**src/rtl/parking_count_scheduler_pkg.sv**
```systemverilog
// Shared types for the parking occupancy scheduler: FSM states and requester ids.
package parking_count_scheduler_pkg;

  typedef enum logic [1:0] {
    ST_IDLE  = 2'd0,
    ST_SHIFT = 2'd1,
    ST_DONE  = 2'd2
  } state_t;

  localparam logic REQ_ENTRY = 1'b0;
  localparam logic REQ_EXIT  = 1'b1;

endpackage

```
**src/rtl/parking_count_scheduler_full_adder.sv**
```systemverilog
// Single-bit full adder cell; used as the bit-serial ALU of the scheduler.
module full_adder (
  input  logic a,
  input  logic b,
  input  logic cin,
  output logic s,
  output logic cout
);

  assign s    = a ^ b ^ cin;
  assign cout = (a & b) | (cin & (a ^ b));

endmodule

```
**src/rtl/parking_count_scheduler.sv**
```systemverilog
// Lot occupancy counter: round-robin between entry/exit gates, +1/-1 applied
// LSB-first through one shared full adder over WIDTH cycles.
module parking_count_scheduler
  import parking_count_scheduler_pkg::*;
#(
  parameter int WIDTH    = 8,
  parameter int CAPACITY = 200
) (
  input  logic             clk,
  input  logic             rst_n,
  input  logic             entry_req,
  input  logic             exit_req,
  output logic             entry_ack,
  output logic             exit_ack,
  output logic             entry_deny,
  output logic             exit_deny,
  output logic [WIDTH-1:0] count,
  output logic             full,
  output logic             empty,
  output logic             busy
);

  localparam int BW = $clog2(WIDTH + 1);

  state_t           state, state_nxt;
  logic [WIDTH-1:0] acc_sr, op_sr;
  logic             carry;
  logic [BW-1:0]    bit_cnt;
  logic             rr_last;
  logic             grant;
  logic             req_any, grant_nxt, blocked;
  logic             sum, cout;

  assign full  = (count == WIDTH'(CAPACITY));
  assign empty = (count == '0);

  // Contended requests go to whoever was not served last.
  assign req_any   = entry_req | exit_req;
  assign grant_nxt = (entry_req && exit_req) ? ~rr_last :
                     (entry_req ? REQ_ENTRY : REQ_EXIT);
  assign blocked   = (grant_nxt == REQ_ENTRY) ? full : empty;

  full_adder u_fa (
    .a    (acc_sr[0]),
    .b    (op_sr[0]),
    .cin  (carry),
    .s    (sum),
    .cout (cout)
  );

  always_ff @(posedge clk or negedge rst_n) begin
    if (!rst_n) state <= ST_IDLE;
    else        state <= state_nxt;
  end

  always_comb begin
    state_nxt = state;
    case (state)
      ST_IDLE:  if (req_any && !blocked) state_nxt = ST_SHIFT;
      ST_SHIFT: if (bit_cnt == BW'(WIDTH - 1)) state_nxt = ST_DONE;
      ST_DONE:  state_nxt = ST_IDLE;
      default:  state_nxt = ST_IDLE;
    endcase
  end

  always_comb begin
    entry_ack = (state == ST_DONE) && (grant == REQ_ENTRY);
    exit_ack  = (state == ST_DONE) && (grant == REQ_EXIT);
    busy      = (state == ST_SHIFT) || (state == ST_DONE);
  end

  always_ff @(posedge clk or negedge rst_n) begin
    if (!rst_n) begin
      count      <= '0;
      acc_sr     <= '0;
      op_sr      <= '0;
      carry      <= 1'b0;
      bit_cnt    <= '0;
      rr_last    <= REQ_EXIT;
      grant      <= REQ_ENTRY;
      entry_deny <= 1'b0;
      exit_deny  <= 1'b0;
    end else begin
      entry_deny <= 1'b0;
      exit_deny  <= 1'b0;
      case (state)
        ST_IDLE: if (req_any) begin
          rr_last <= grant_nxt;
          grant   <= grant_nxt;
          if (blocked) begin
            entry_deny <= (grant_nxt == REQ_ENTRY);
            exit_deny  <= (grant_nxt == REQ_EXIT);
          end else begin
            acc_sr  <= count;
            // Exit adds two's-complement -1; the final carry-out is dropped.
            op_sr   <= (grant_nxt == REQ_ENTRY) ? WIDTH'(1) : '1;
            carry   <= 1'b0;
            bit_cnt <= '0;
          end
        end
        ST_SHIFT: begin
          acc_sr  <= {sum, acc_sr[WIDTH-1:1]};
          op_sr   <= {1'b0, op_sr[WIDTH-1:1]};
          carry   <= cout;
          bit_cnt <= bit_cnt + 1'b1;
        end
        ST_DONE: count <= acc_sr;
        default: ;
      endcase
    end
  end

endmodule

```
**config.mk**
```make
export PLATFORM = sky130hd
export DESIGN_NAME = parking_count_scheduler
export DESIGN_NICKNAME = d
export VERILOG_FILES = /design/src/rtl/parking_count_scheduler_pkg.sv /design/src/rtl/parking_count_scheduler_full_adder.sv /design/src/rtl/parking_count_scheduler.sv
export SDC_FILE = /design/constraint.sdc
export NUM_CORES = 1
export LEC_CHECK = 0
export ABC_AREA = 0
export BUFFER_PORTS_ARGS = -buffer_cell sky130_fd_sc_hd__buf_2
export CELL_PAD_IN_SITES_DETAIL_PLACEMENT = 0
export CELL_PAD_IN_SITES_GLOBAL_PLACEMENT = 1
export CORE_MARGIN = 2
export CORE_UTILIZATION = 40
export DETAILED_ROUTE_END_ITERATION = 7
export PLACE_DENSITY = 0.7
export SLEW_MARGIN = 20
export SYNTH_ARGS = -nofsm -noshare
export SYNTH_HDL_FRONTEND = slang
export SYNTH_SLANG_ARGS = --single-unit
export TNS_END_PERCENT = 1
```
**constraint.sdc**
```tcl
create_clock -name clk -period 3.1 [get_ports clk]
set_clock_uncertainty 0.15 [all_clocks]
set_input_delay 0.155 -clock clk [delete_from_list [all_inputs] [get_ports clk]]
set_output_delay 0.155 -clock clk [all_outputs]
set_load 0.01 [all_outputs]
```
* After elaboration in Yosys (flattened, before gate mapping)
Cells that the tools add are included.
** Storage, ports and cells
- Register bits after elaboration :: 35
- Bits in latches :: 0
- RAM bits :: 0
- Memory bits (read-only) :: 0
- Logic and storage cells :: 65
- Memories :: 0
** Cells by class
- Add/subtract/negate cells :: 1
- $mul :: 0
- Div/mod/pow operators :: 0
- $lt $le $gt $ge :: 0
- Equality and inequality tests :: 8
- Shifts and indexed selects :: 0
- Mux-type cells :: 25
- Bitwise operators :: 9
- Reductions and logical operators :: 12
** Operators by type and width (number)
- 8-bit 2-to-1 mux :: 5
- 8-bit case mux with 2 select lines :: 2
- 1-bit 2-to-1 mux :: 11
- 8-bit == test, second input constant :: 1
- 8-bit zero test :: 1
- 4-bit 2-to-1 mux :: 2
- 2-bit inequality test, second input constant :: 4
- 4-bit case mux with 2 select lines :: 1
- 4-bit by 1-bit adder with 4-bit output, second input constant :: 1
- 4-bit by 3-bit == test with 1-bit output, second input constant :: 1
- 1-bit logical AND :: 4
- 2-bit 2-to-1 mux :: 2
- 2-bit case mux with 2 select lines :: 1
- 2-bit AND reduction :: 2
- 1-bit NOT :: 3
- 3-bit AND reduction :: 1
- 1-bit bitwise AND :: 2
- 2-bit by 1-bit == test with 1-bit output, second input constant :: 1
- 2-bit == test, second input constant :: 1
- 2-bit zero test :: 1
- 1-bit OR :: 2
- 1-bit case mux with 2 select lines :: 1
- 2-bit nonzero test :: 1
- 1-bit XOR :: 2
- other kinds (2) :: 2

* Logic depth before layout (Yosys ltp)
- Depth in word-level cells :: 7
- Gate-level depth with buffers :: 9

* Cells and area by module
Synthesis repeated with hierarchy kept, for this count alone.
** Second synthesis, totals
- Cells, all modules :: 152
- Area total of the unflattened synthesis :: 1740.4 µm²
** Modules (own cells, without submodules)
- parking_count_scheduler :: times used 1, cells an instance 151, area an instance 1720.4 µm²
- full_adder :: times used 1, cells an instance 1, area an instance 20.0 µm²

* Least setup slack after synthesis
No wires, ideal clock.
- Kind :: register -> register
- From :: register count[4]
- To :: register bit_cnt[0]
- Library setup time :: 125 ps
- Arrival :: 2185 ps
- Slack :: 640 ps
- Stages on the path, launching flop included :: 9
- Cells stage by stage :: dfrtp_1 -> or4_4 -> or3_4 -> clkinv_4 -> o211ai_4 -> and3_4 -> buf_6 -> buf_12 -> mux2_2
** On the way
- Cells in the longest elaborated chain, start to end :: 4
- Elaborated cells between the ends (all ways) :: 5
- Classes of those cells :: eq/ne: 2; mux: 1; reduce/logical: 2
** RTL lines
- from (decl) :: line parking_count_scheduler.sv:17 : output logic [WIDTH-1:0] count,
- from (signal assigned) :: line parking_count_scheduler.sv:107 : ST_DONE: count <= acc_sr;
- 8-bit zero test :: line parking_count_scheduler.sv:35 : assign empty = (count == '0);
- net empty :: line parking_count_scheduler.sv:19 : output logic empty,
- 1-bit 2-to-1 mux :: line parking_count_scheduler.sv:41 : assign blocked = (grant_nxt == REQ_ENTRY) ? full : empty;
- 2-bit inequality test (no line)
- 3-bit AND reduction (no line)
- to (signal assigned) :: line parking_count_scheduler.sv:105 : bit_cnt <= bit_cnt + 1'b1;
- to (decl) :: line parking_count_scheduler.sv:28 : logic [BW-1:0] bit_cnt;
The timed path passes the listed nets, and every way through them passes these cells.
A chain may end at the register's enable or synchronous reset.

* Worst setup path after layout
- From :: register count[4]
- To :: register op_sr[6]
** On the way
- Cells in the longest elaborated chain, start to end :: 4
- Elaborated cells between the ends (all ways) :: 5
- Classes of those cells :: eq/ne: 2; mux: 1; reduce/logical: 2
** RTL lines
- 8-bit == test / 8-bit zero test (equally long branches) :: line parking_count_scheduler.sv:34, parking_count_scheduler.sv:35
- 1-bit 2-to-1 mux (*) :: line parking_count_scheduler.sv:41
- 2-bit inequality test (no line) (*)
- 3-bit AND reduction (no line) (*)
- to (signal assigned) :: line parking_count_scheduler.sv:96 : op_sr <= (grant_nxt == REQ_ENTRY) ? WIDTH'(1) : '1;
- to (signal assigned) :: line parking_count_scheduler.sv:103 : op_sr <= {1'b0, op_sr[WIDTH-1:1]};
- to (decl) :: line parking_count_scheduler.sv:26 : logic [WIDTH-1:0] acc_sr, op_sr;
Mark *: on every way between the ends. The rest lies on a longest branch, timed or not.

==> run_summary.xml <==
<?xml version="1.0" encoding="UTF-8"?>
<metrics>
  <group name="global_route">
    <metric name="grt_pass1_vias" unit="">1426</metric>
    <metric name="grt_antenna_before_repair" unit="">0</metric>
    <metric name="grt_start_max_net_pins" unit="">36</metric>
    <metric name="first_pass_grt_wire_length" unit="mm">7.23</metric>
    <metric name="global_route.overflow_total" unit="">0</metric>
    <metric name="total_global_routing_track_utilization" unit="">0.183</metric>
  </group>
  <group name="routing">
    <metric name="ant_nets" unit="">0</metric>
    <metric name="route.met3.wl" unit="µm">184</metric>
    <metric name="starting_drc_count_in_detailed_routing" unit="">109</metric>
    <metric name="avgViaCountPerCell" unit="">5.70</metric>
    <metric name="detailroute.via_count" unit="">1401</metric>
    <metric name="top_layer_used" unit="">met4</metric>
    <metric name="wl_per_cell" unit="µm">17.0</metric>
    <metric name="wl" unit="mm">4.19</metric>
    <metric name="first_pass_iters" unit="">4</metric>
    <metric name="met2_wirelength" unit="mm">1.95</metric>
    <metric name="wl_met1" unit="mm">1.99</metric>
    <metric name="drc" unit="">0</metric>
  </group>
  <group name="floorplanning">
    <metric name="chipHeight" unit="µm">72.5</metric>
    <metric name="boundaryPins" unit="">19</metric>
    <metric name="dieArea" unit="µm²">5250</metric>
    <metric name="initial_utilization" unit="">0.422</metric>
    <metric name="chipWidth" unit="µm">72.5</metric>
    <metric name="floorplan.rows" unit="">24</metric>
    <metric name="placeableCoreArea" unit="µm²">4440</metric>
  </group>
  <group name="worst_setup_path">
    <metric name="critical_path_class" unit="">flip-flop to flip-flop</metric>
    <metric name="crit_path_end_kind" unit="">flip-flop</metric>
    <metric name="worst_ep_required" unit="ns">3.12</metric>
    <metric name="crit_fanout" unit="">19</metric>
    <metric name="cp.arrival" unit="ns">2.42</metric>
    <metric name="worst_setup_path_start_kind" unit="">flip-flop</metric>
  </group>
  <group name="finish">
    <metric name="drive_gt1_frac" unit="">0.263</metric>
    <metric name="n_antenna_cell" unit="">0</metric>
    <metric name="area.growth.synth_to_final" unit="%">11.5</metric>
    <metric name="layout_net_count" unit="">202</metric>
    <metric name="layout.core_utilization" unit="">0.470</metric>
  </group>
  <group name="sta">
    <metric name="min_period" unit="ns">2.41</metric>
    <metric name="finalSetupViolCount" unit="">0</metric>
    <metric name="timing.final.hold_violations" unit="">0</metric>
    <metric name="final_max_slew_viol_count" unit="">0</metric>
    <metric name="fin_crit_sh" unit="">0.777</metric>
    <metric name="grt_setup_unrepaired" unit="">no</metric>
    <metric name="setup_total_negative_slack" unit="ns">0</metric>
    <metric name="highest_achievable_clock_rate" unit="MHz">415</metric>
    <metric name="worstMarginPinSlew" unit="ns">0.785</metric>
    <metric name="timing.slew.headroom" unit="">0.477</metric>
  </group>
  <group name="synthesis">
    <metric name="yosys_most_used_dff" unit="">dfrtp_1</metric>
    <metric name="syn_area" unit="µm²">1870</metric>
    <metric name="synth.avg_cell_area" unit="µm²">10.6</metric>
    <metric name="synthesis.nets" unit="">185</metric>
    <metric name="async_flop_share" unit="">1.00</metric>
    <metric name="synth_cell_types" unit="">44</metric>
    <metric name="synth_largest_area_cell" unit="">dfrtp_1</metric>
    <metric name="yosysWarningCount" unit="">0</metric>
    <metric name="post_synth_main_area_contributors" unit="">dfrtp_1 (45%), mux2_2 (5.4%), a221oi_2 (4.0%)</metric>
    <metric name="post_synthesis_register_bit_count" unit="">35</metric>
    <metric name="synth_top_cell_area_share" unit="">0.454</metric>
    <metric name="synth.yosys.seq_area_share" unit="">0.468</metric>
    <metric name="post_synth_edffs" unit="">0</metric>
    <metric name="mapped_cells" unit="">176</metric>
  </group>
  <group name="pwr">
    <metric name="power-per-cell-area" unit="nW/µm²">1000</metric>
    <metric name="total_power" unit="W">0.00209</metric>
    <metric name="p_leak" unit="nW">0.926</metric>
    <metric name="max-vdd-ir-drop" unit="mV">0.436</metric>
  </group>
  <group name="place">
    <metric name="gp_congestion" unit="">0.816</metric>
    <metric name="port_buffers" unit="">18</metric>
    <metric name="dp_hpwl" unit="mm">2.91</metric>
  </group>
  <group name="clock_network">
    <metric name="tritoncts" unit="">done</metric>
    <metric name="ctsRootBufferMaster" unit="">clkbuf_8</metric>
    <metric name="clk_pin_slew" unit="ns">0.07</metric>
    <metric name="cts_htree_levels" unit="">2</metric>
    <metric name="inserted_clock_buffers" unit="">5</metric>
    <metric name="max-clock-path-buffers" unit="">2</metric>
    <metric name="clock-sinks" unit="">35</metric>
    <metric name="worst_skew_pair.late_latency" unit="ns">0.29</metric>
  </group>
  <group name="worst_hold_path">
    <metric name="holdCritPathClass" unit="">input port to flip-flop</metric>
  </group>
  <group name="flow_run">
    <metric name="timing.max_cap.violations" unit="">0</metric>
  </group>
  <group name="status">
    <metric name="run_status" unit="">complete, no violations</metric>
  </group>
</metrics>
==> report_power, final <==
part / leakage, nW / internal, W / switching [W]
logic: 0.476 / 0.000412 / 0.000527
clock network: 0.0515 / 0.000203 / 0.000167
registers: 0.399 / 0.000634 / 0.000152
total: 0.926 / 0.00125 / 0.000846
==> metrics by stage <==
step / hold WS [ns] / setup WS (ns) / instances / cell area [µm²]
after floorplan: -0.291 / 0.640 / 176 / 1870
after global placement: 0.126 / 0.724 / 236 / 1970
after detailed placement: 0.131 / 0.676 / 236 / 1970
after CTS: 0.0342 / 0.685 / 246 / 2090
after global routing: 0.0369 / 0.611 / 246 / 2090
final: 0.0417 / 0.692 / 246 / 2090
==> layout make-up <==
class | count | area, µm²
sequential | 35 | 877
clock buffer | 8 | 100
tap | 52 | 65.1
inverter | 18 | 72.6
fill | 427 | 2350
timing repair buffer | 22 | 125
multi-input combinational | 111 | 851
==> logic make-up after synthesis <==
kind of cell,share of synthesized area
buf+inv,0.0781
flops,0.468
mux,0.0541
fa+ha+maj,0.0374
simple gates,0.160
compound gates,0.202
==> flip-flops by register name, summed over array words and instances (netlist names) <==
name	flops
acc_sr	8
count	8
op_sr	8
bit_cnt	4
state	2
carry	1
entry_deny	1
exit_deny	1
grant	1
rr_last	1
==> synth_stat cells (3+ instances only) <==
cell      number
a21oi_1       12
inv_1         17
nand4_1        3
a221oi_2       5
nand2b_1       9
dfrtp_1       34
nor3_1         8
nor2_1        13
a22o_1         4
mux2_2         9
a221oi_1       3
clkbuf_1       7
ha_1           4
nand3_1        4
a221o_1        7
==> cell usage in the layout (no fill, tap or decap), types with 2 or more instances in the layout <==
cell / Yosys / final
buf_2: 1 / 18
nand3_1: 4 / 4
nand4_1: 3 / 3
a221o_1: 7 / 7
nand2b_1: 9 / 9
dfrtp_1: 34 / 34
a21oi_1: 12 / 12
and2_1: 2 / 2
a21o_1: 2 / 2
nor2_1: 13 / 13
o21ai_0: 2 / 2
buf_4: 1 / 2
nor2b_1: 2 / 2
nor3_1: 8 / 8
mux2_2: 9 / 9
nand2_1: 2 / 2
clkbuf_8: 0 / 7
nand3b_1: 2 / 2
ha_1: 4 / 4
a22o_1: 4 / 4
a221oi_2: 5 / 5
dlygate4sd3_1: 0 / 2
o221a_2: 2 / 2
a31oi_1: 2 / 2
inv_1: 17 / 17
a221oi_1: 3 / 3
==> critical path, cell delays in order (launching register included) <==
cell      delay [ns]
dfrtp_1         0.42
or4_4           0.54
or3_4           0.41
clkinv_4        0.07
o211ai_4        0.07
and3_4          0.27
a221o_1         0.36
==> metal layers <==
layer  GRT usage  vias to the layer above
met2       0.281                       38
met4      0.0638                        0
met1       0.253                      688
li1            -                      668
met3      0.0444                        7
met5           0                        -
==> path summary, 6_finish.rpt <==
kind,start,to,slack (ns),depth (start not counted)
worst min-delay path,exit_req,exit_deny,0.04,3
min in group asynchronous,rst_n,carry,0.34,2
worst max register to register,count[4],op_sr[6],0.69,6
worst max-delay path,count[4],op_sr[6],0.69,6
max in group asynchronous,rst_n,acc_sr[1],1.96,2
worst min register to register,carry,carry,0.37,1
==> timing repair <==
action	4_1_cts	5_1_grt
setup buffers	0	0
resized for setup	0	0
hold buffers	2	0
hold endpoints to repair	35	0
Note: power is estimated with default switching activity, not from simulation.
